===== config.mk =====
export PLATFORM = sky130hd
export DESIGN_NAME = sysarr_sparse_encoder
export DESIGN_NICKNAME = d
export VERILOG_FILES = /design/src/rtl/sys_arr_pkg.sv /design/src/rtl/sysarr_lsb_finder.sv /design/src/rtl/sysarr_sparse_encoder.sv
export SDC_FILE = /design/constraint.sdc
export NUM_CORES = 1
export LEC_CHECK = 0
export ABC_AREA = 1
export CORE_MARGIN = 2
export CORE_UTILIZATION = 50
export CTS_CLUSTER_DIAMETER = 40
export DETAILED_ROUTE_END_ITERATION = 8
export PLACE_DENSITY = 0.8
export SETUP_SLACK_MARGIN = 0.2
export SYNTH_ARGS = -nofsm -noshare
export SYNTH_HDL_FRONTEND = slang
export SYNTH_HIERARCHICAL = 1
export SYNTH_SLANG_ARGS = --single-unit

===== constraint.sdc =====
create_clock -name clk -period 1.9 [get_ports clk]
set_input_delay 0.285 -clock clk [delete_from_list [all_inputs] [get_ports clk]]
set_output_delay 0.285 -clock clk [all_outputs]
set_load 0.05 [all_outputs]

===== src/rtl/sys_arr_pkg.sv =====
// Shared constants and types for the systolic-array sparse front end.
package sys_arr_pkg;

  localparam int DW  = 16;
  localparam int N   = 4;
  localparam int IND = $clog2(N);

  typedef enum logic {ENC_IDLE, ENC_EMIT} enc_state_t;

endpackage


===== src/rtl/sysarr_lsb_finder.sv =====
// Lowest-set-bit locator.
// Reports whether any bit of the mask is set and the index of the lowest one.
// Purely combinational, so downstream index matchers can reuse it.
module sysarr_lsb_finder #(
  parameter int N   = 4,
  parameter int IND = $clog2(N)
) (
  input  logic [N-1:0]   mask,
  output logic           found,
  output logic [IND-1:0] idx
);

  // Scan from the top down so that the lowest set bit is the last one written.
  always_comb begin
    found = 1'b0;
    idx   = '0;
    for (int i = N - 1; i >= 0; i--) begin
      if (mask[i]) begin
        found = 1'b1;
        idx   = IND'(i);
      end
    end
  end

endmodule


===== src/rtl/sysarr_sparse_encoder.sv =====
// Sparse row encoder.
// Latches one dense row, then emits one (value, column, end) entry per
// non-stalled cycle onto the index FIFO load port, lowest column first.
// A row with no non-zero elements still produces a single end-of-row entry,
// so downstream logic always sees a row terminator.
module sysarr_sparse_encoder
  import sys_arr_pkg::*;
#(
  parameter int DW  = sys_arr_pkg::DW,
  parameter int N   = sys_arr_pkg::N,
  parameter int IND = sys_arr_pkg::IND
) (
  input  logic            clk,
  input  logic            nRST,
  input  logic            in_valid,
  output logic            in_ready,
  input  logic [N*DW-1:0] in_row,
  input  logic            fifo_full,
  output logic            load,
  output logic [DW-1:0]   load_vals,
  output logic [IND-1:0]  load_inds,
  output logic            load_ends,
  output logic [IND:0]    row_nnz
);

  enc_state_t      state_q, state_d;
  logic [N*DW-1:0] row_q, row_d;
  logic [N-1:0]    mask_q, mask_d;
  logic [IND:0]    nnz_q, nnz_d;

  logic [N-1:0]    in_mask;
  logic [IND:0]    in_nnz;
  logic            lsb_found;
  logic [IND-1:0]  lsb_idx;
  logic [N-1:0]    mask_rest;
  logic [DW-1:0]   cur_val;
  logic            emitting;

  // Non-zero mask and population count of the row on the input port.
  always_comb begin
    in_mask = '0;
    in_nnz  = '0;
    for (int c = 0; c < N; c++) begin
      in_mask[c] = (in_row[c*DW +: DW] != '0);
      in_nnz     = in_nnz + (IND+1)'(in_mask[c]);
    end
  end

  sysarr_lsb_finder #(
    .N   (N),
    .IND (IND)
  ) u_lsb_finder (
    .mask  (mask_q),
    .found (lsb_found),
    .idx   (lsb_idx)
  );

  // Pending entry: lowest remaining column, and the mask once that column is consumed.
  always_comb begin
    mask_rest = mask_q & (mask_q - N'(1));
    cur_val   = lsb_found ? row_q[lsb_idx*DW +: DW] : '0;
  end

  // Next-state logic: accept in IDLE, retire one entry per non-stalled EMIT cycle.
  always_comb begin
    state_d = state_q;
    row_d   = row_q;
    mask_d  = mask_q;
    nnz_d   = nnz_q;
    case (state_q)
      ENC_IDLE: begin
        if (in_valid) begin
          row_d   = in_row;
          mask_d  = in_mask;
          nnz_d   = in_nnz;
          state_d = ENC_EMIT;
        end
      end
      ENC_EMIT: begin
        if (!fifo_full) begin
          mask_d = mask_rest;
          if (mask_rest == '0) begin
            state_d = ENC_IDLE;
          end
        end
      end
      default: state_d = ENC_IDLE;
    endcase
  end

  // State, latched row, remaining mask and non-zero count; reset discards any partial row.
  always_ff @(posedge clk or negedge nRST) begin
    if (!nRST) begin
      state_q <= ENC_IDLE;
      row_q   <= '0;
      mask_q  <= '0;
      nnz_q   <= '0;
    end else begin
      state_q <= state_d;
      row_q   <= row_d;
      mask_q  <= mask_d;
      nnz_q   <= nnz_d;
    end
  end

  // Load port is decoded from state, mask, row and fifo_full only, never from the input port.
  always_comb begin
    emitting  = (state_q == ENC_EMIT);
    in_ready  = (state_q == ENC_IDLE);
    load      = emitting && !fifo_full;
    load_vals = emitting ? cur_val : '0;
    load_inds = emitting ? lsb_idx : '0;
    load_ends = emitting && (mask_rest == '0);
    row_nnz   = nnz_q;
  end

endmodule


==> results of run 1 <==
[final cells by class]
type                    instances  area share
clock buffers                   9      0.0196
clock inverters                 7      0.0153
inverters                      45      0.0317
multi-input cells             368       0.344
flip-flops and latches         72       0.286
well taps                      99      0.0196
repair buffers                199       0.284
[worst paths after layout]
check                           start            to  slack, ns  cells past startpoint
setup / recovery            mask_q[2]  load_vals[0]      -0.60                      9
max in group asynchronous        nRST     mask_q[3]       1.06                      3
hold reg to reg             row_q[41]     row_q[41]       0.49                      2
min in group asynchronous        nRST      row_q[3]       0.47                      3
hold / removal             in_row[54]     row_q[54]       0.13                      3
setup reg to reg            mask_q[1]     mask_q[3]      -0.04                     15
[power by group through the flow]
stage	clock network (mW)	registers [mW]	logic [mW]
5_1_grt	1.46	2.90	9.73
6_report	1.38	2.87	9.41
4_1_cts	1.35	2.69	8.03
2_1_floorplan	0	2.60	4.83
3_5_place_dp	0	2.65	6.61
3_3_place_gp	0	2.62	6.52
[flip-flops by register name, summed over array words and instances, names as in the netlist]
signal / count
row_q: 64
mask_q: 4
row_nnz: 3
emitting: 1
[cells by family (layout without fill, tap and decap cells)]
logic type,after synthesis,count (layout),synth area share
flops,72,72,0.485
buf+inv,70,260,0.0902
compound gates,86,86,0.120
simple gates,279,279,0.293
fa+ha+maj,3,3,0.0121
[layout by cell type, fill, tap and decap left out, drive strengths merged, types with 6 or more instances in the layout]
master and count:
dlygate4sd2 6, nor2 94, o21ai 67, clkbuf 41
nand3 12, inv 45, nand2 167, clkdlybuf4s50 18
dfrtp 72, clkdlybuf4s15 10, a21oi 19, buf 132
[per-stage QoR]
stage               utilization  total power [mW]  area, sq um  std cells  setup WS, ns
CTS                       0.837              12.1         6040        784        -0.316
detailed placement        0.704              9.26         5080        707        -0.449
finish                    0.875              13.7         6320        799        -0.602
floorplan                     -              7.43         3970        510         0.112
global route              0.875              14.1         6320        799        -0.610
global placement          0.704              9.14         5080        707        -0.396
[timing repair]
item                                    in CTS  in global routing
gates cloned                                 2                  0
endpoints found under the setup margin      25                 25
resized for setup                          166                152
hold buffers                                 1                  0
setup buffers                               58                 15
hold endpoints to repair                    72                  0
pin swaps                                   64                 53
[routing by layer]
metal | up-vias | wire length (um)
met3 | 176 | 1810
met1 | 2275 | 5890
met2 | 469 | 8110
met4 | 0 | 1790
met5 | - | 0
li1 | 1973 | -
[critical path, stage by stage, from the launching register on]
cell     delay (ns)
dfrtp_1        0.42
inv_2          0.10
nand2_4        0.06
a21oi_4        0.25
buf_6          0.16
buf_4          0.16
inv_16         0.09
o21ai_1        0.33
a21oi_4        0.11
buf_8          0.16
==> impl_metrics.yaml, run 1 <==
synth:
  synth-edff-count: 0
  ys_types: 23
  synth_top_area_frac: 0.485
  synthTopCellsByCount: "nand2_1, nor2_1, dfrtp_1"
  synthTopCellsByArea: "dfrtp_1, nand2_1, nor2_1"
  post-synth-top-count-cell: "nand2_1"
  syn-num-nets: 581
  synth_cells: 510
  synth_seq_cells: 72
  synth.cell_area_sq_um: 3720
  ys_seq_area_frac: 0.485
  ys_async_sr_fraction: 1.00
  yosys_warnings: 6
  synth-main-ff-cell: "dfrtp_1"
  avgSynthCellArea_sq_um: 7.29
  synth_top_area_cell: "dfrtp_1"
clocking:
  cts_tree: "done"
  clockRootBuffer: "clkbuf_8"
  numClockSinks: 72
  cts.clk_slew.worst_paths_ns: 0.09
  htreeDepth: 3
  cts_inserted_buffers: 9
  cts_buffer_depth: 2
  clock_latency_ns: 0.36
global_routing:
  grt_pass1_vias: 4625
  grt_pass1_wl_um: 24000
  gr-total-overflow: 0
  grt.busiest_layer: "met2"
  use_met2: 0.630
  antenna_found_initial: 0
  gr-usage-all-layers: 0.381
  use_met3: 0.0712
  grt_start_max_net_pins: 73
  gr-usage-met1: 0.455
sta:
  setup_viol: 21
  period_minus_slack_ns: 2.50
  slew_violations: 0
  slew-limit-headroom: 0.668
  tns_ns: -9.07
  rsz0062_at_grt: "true"
  clock.fmax_mhz: 400
  tightest_slew_ns: 0.500
  finalHoldViolations: 0
  post-route-period-util: 1.32
  holdWs_ns: 0.129
  finalWorstSetupSlack_ns: -0.602
  clock-skew-final_ns: 0.0105
floorplanning:
  io_pins: 92
  rows: 31
  core-area_sq_um: 7210
  die_h_um: 90.2
  die_w_um: 90.2
  die-area_sq_um: 8140
  start_util: 0.515
critical_path:
  crit_required_ns: 1.62
  critPathArrivalTime_ns: 2.22
  cp-end-kind: "output port"
  worstSetupStartpointType: "flop"
  critPathMaxFanout: 32
  crit_type: "flop to output port"
routing:
  vias: 4893
  wl_per_cell_um: 22.0
  vias_per_cell: 6.12
  drtAntennaViolNets: 0
  drt_first_pass_iters: 8
  routed_wl_um: 17600
  drc: 0
  drt_iter0_markers: 607
status:
  violations: "negative setup slack"
  status: "complete, but fails checks"
place:
  gp_congestion: 0.888
  place_hpwl_um: 7600
  io_buffers: 91
pwr:
  p_sw_frac: 0.518
  pwr_density_cell_nw_per_um2: 2160
  p_seq_frac: 0.210
  clkPwrFrac: 0.101
  comb_power_share: 0.689
  p_int_mw: 6.58
  p_sw_mw: 7.08
  p_leak_nw: 3.09
  peakVddDrop_v: 0.00270
finish:
  num-nets-final: 766
  diodes: 0
  seq_area_sq_um: 1810
  filler_cell_count: 329
  syn2layout_area_growth_pct: 70.0
  drive_above_1_share: 0.456
  multiInputGateArea_sq_um: 2170
flow_run:
  cap_violations: 0
min_path:
  hold_path_class: "primary input to flop"
Power figures use the tool's default switching activity.
==> inputs of run 2 (changes only) <==
--- a/config.mk
+++ b/config.mk
@@ -11,6 +11,7 @@
 export CTS_CLUSTER_DIAMETER = 40
 export DETAILED_ROUTE_END_ITERATION = 8
 export PLACE_DENSITY = 0.8
+export RECOVER_POWER = 50
 export SETUP_SLACK_MARGIN = 0.2
 export SYNTH_ARGS = -nofsm -noshare
 export SYNTH_HDL_FRONTEND = slang
==> run 2 against run 1 <==
Compared with the run above:
- the run still ends with negative setup slack left
- sequential share of layout area grew 0.091 points
- first-iteration DRC count did not move
- routed wire length fell by 0.37%
- via count fell by 0.47%
- clock skew is essentially flat
- cell count is the same
- count of clock-buffer cells in the layout did not move
- die area stayed put
- core utilization is 0.28 points lower
- critical endpoint unchanged
==> impl_metrics.yaml, run 2 (synthesized netlist as in run 1, its figures left out) <==
sta:
  clock-skew-final_ns: 0.0102
  tns_ns: -12.74
  rsz0062_at_grt: "true"
  finalWorstSetupSlack_ns: -0.616
  tightest_slew_ns: 1.01
  clock.fmax_mhz: 398
  slew_violations: 0
  post-route-period-util: 1.32
  slew-limit-headroom: 0.329
  period_minus_slack_ns: 2.52
  setup_viol: 53
  finalHoldViolations: 0
  holdWs_ns: 0.128
clocking:
  cts.clk_slew.worst_paths_ns: 0.08
  numClockSinks: 72
  cts_inserted_buffers: 9
  cts_buffer_depth: 2
  clock_latency_ns: 0.36
  cts_tree: "done"
  htreeDepth: 3
  clockRootBuffer: "clkbuf_8"
floorplanning:
  die-area_sq_um: 8140
  start_util: 0.515
  io_pins: 92
  rows: 31
  die_h_um: 90.2
  core-area_sq_um: 7210
  die_w_um: 90.2
status:
  violations: "negative setup slack"
  status: "complete, but fails checks"
critical_path:
  critPathArrivalTime_ns: 2.23
  cp_common_cell: "a21oi_4"
  crit_required_ns: 1.62
  critPathMaxFanout: 32
  cp_slowest_cell: "dfrtp_1"
  crit_type: "flop to output port"
  worstPathCellList: "inv_2, nand2_4, a21oi_4, buf_6, buf_4, inv_16, o21ai_1, a21oi_4, buf_8"
  cp_slowest_stage_delay_ns: 0.42
  cp-end-kind: "output port"
  worstSetupStartpointType: "flop"
routing:
  drtAntennaViolNets: 0
  wl_met2_um: 8100
  routed_wl_um: 17500
  drt_first_pass_iters: 6
  dr_wl_met3_um: 1760
  vias: 4870
  vias_per_cell: 6.10
  drc: 0
  wirelength_met1_um: 5900
  top_layer: "met4"
  drt_iter0_markers: 607
  wl_per_cell_um: 22.0
finish:
  filler_cell_count: 332
  final-instance-count-excl-fill: 799
  top_register: "row_q"
  num-nets-final: 766
  final_common_cell: "nand2_1"
  mostFrequentLayoutCells: "nand2_1, buf_4, dfrtp_1, nor2_1, clkbuf_2"
  syn2layout_area_growth_pct: 69.4
  diodes: 0
  drive_above_1_share: 0.454
  largest_reg_flops: 64
global_routing:
  gr-usage-all-layers: 0.381
  grt_pass1_wl_um: 24000
  gr-total-overflow: 0
  grt_start_max_net_pins: 73
  antenna_found_initial: 0
  grt_pass1_vias: 4625
pwr:
  p_sw_frac: 0.518
  p_leak_nw: 3.08
  p_seq_frac: 0.211
  p_sw_mw: 7.06
  comb_power_share: 0.688
  peakVddDrop_v: 0.00269
  p_int_mw: 6.58
  clkPwrFrac: 0.101
  power_mw: 13.6
  pwr_density_cell_nw_per_um2: 2170
place:
  place_hpwl_um: 7600
  io_buffers: 91
  place_inst: 707
  gp_congestion: 0.888
min_path:
  hold_path_class: "primary input to flop"
flow_run:
  cap_violations: 0
run 2: changes by cell type in the layout (fill, tap and decap cells not counted), sizes merged:
cell    before  now
buf        132  131
clkbuf      41   42
run 2: power groups by stage:
stage                     Combinational (mW)  Sequential, mW  Clock, mW
after global routing                    9.71            2.90       1.46
after floorplan                         4.83            2.60          0
final                                   9.39            2.87       1.38
after global placement                  6.52            2.62          0
after CTS                               8.03            2.69       1.35
after detailed placement                6.61            2.65          0
run 2: layout make-up:
cell class              count  area (sq um)  share of cell area
clock buffers               9           124              0.0197
repair buffers            199          1780               0.283
well taps                  99           124              0.0197
flip-flops and latches     72          1810               0.287
inverters                  45           200              0.0318
multi-input cells         368          2170               0.344
clock inverters             7          96.3              0.0153
run 2: routing by layer:
metal | GRT usage | vias to the layer above
met5 | 0 | -
met4 | 0.251 | 0
met3 | 0.0712 | 171
met2 | 0.630 | 448
met1 | 0.455 | 2279
li1 | - | 1972
run 2: metrics by stage:
step	setup WS [ns]	util	cell area, sq um
finish	-0.616	0.873	6300
global route	-0.610	0.873	6300
CTS	-0.316	0.837	6040
detailed placement	-0.449	0.704	5080
global placement	-0.396	0.704	5080
floorplan	0.112	-	3970
run 2: path summary, 6_finish.rpt:
path / end / depth (start not counted) / from / slack, ns
max: load_vals[0] / 9 / mask_q[2] / -0.62
min: row_q[25] / 3 / in_row[25] / 0.13
max reg2reg: row_nnz[2] / 6 / emitting / -0.20
min reg2reg: row_q[41] / 2 / row_q[41] / 0.49
max in group asynchronous: emitting / 3 / nRST / 0.44
min in group asynchronous: row_q[3] / 3 / nRST / 0.73
run 2: timing repair:
item | CTS | global route
hold buffers | 1 | 0
pin swaps | 64 | 53
gates cloned | 2 | 0
buffers inserted | 58 | 15
resized for setup | 166 | 152
setup endpoints to repair | 25 | 25
endpoints found under the hold margin | 72 | 0
run 2: critical path, delay by kind of cell, from the launching register on:
| family | cells | cell delay [ns] |
|---|---|---|
| flops | 1 | 0.42 |
| compound gates | 3 | 0.70 |
| buf+inv | 5 | 0.67 |
| simple gates | 1 | 0.06 |
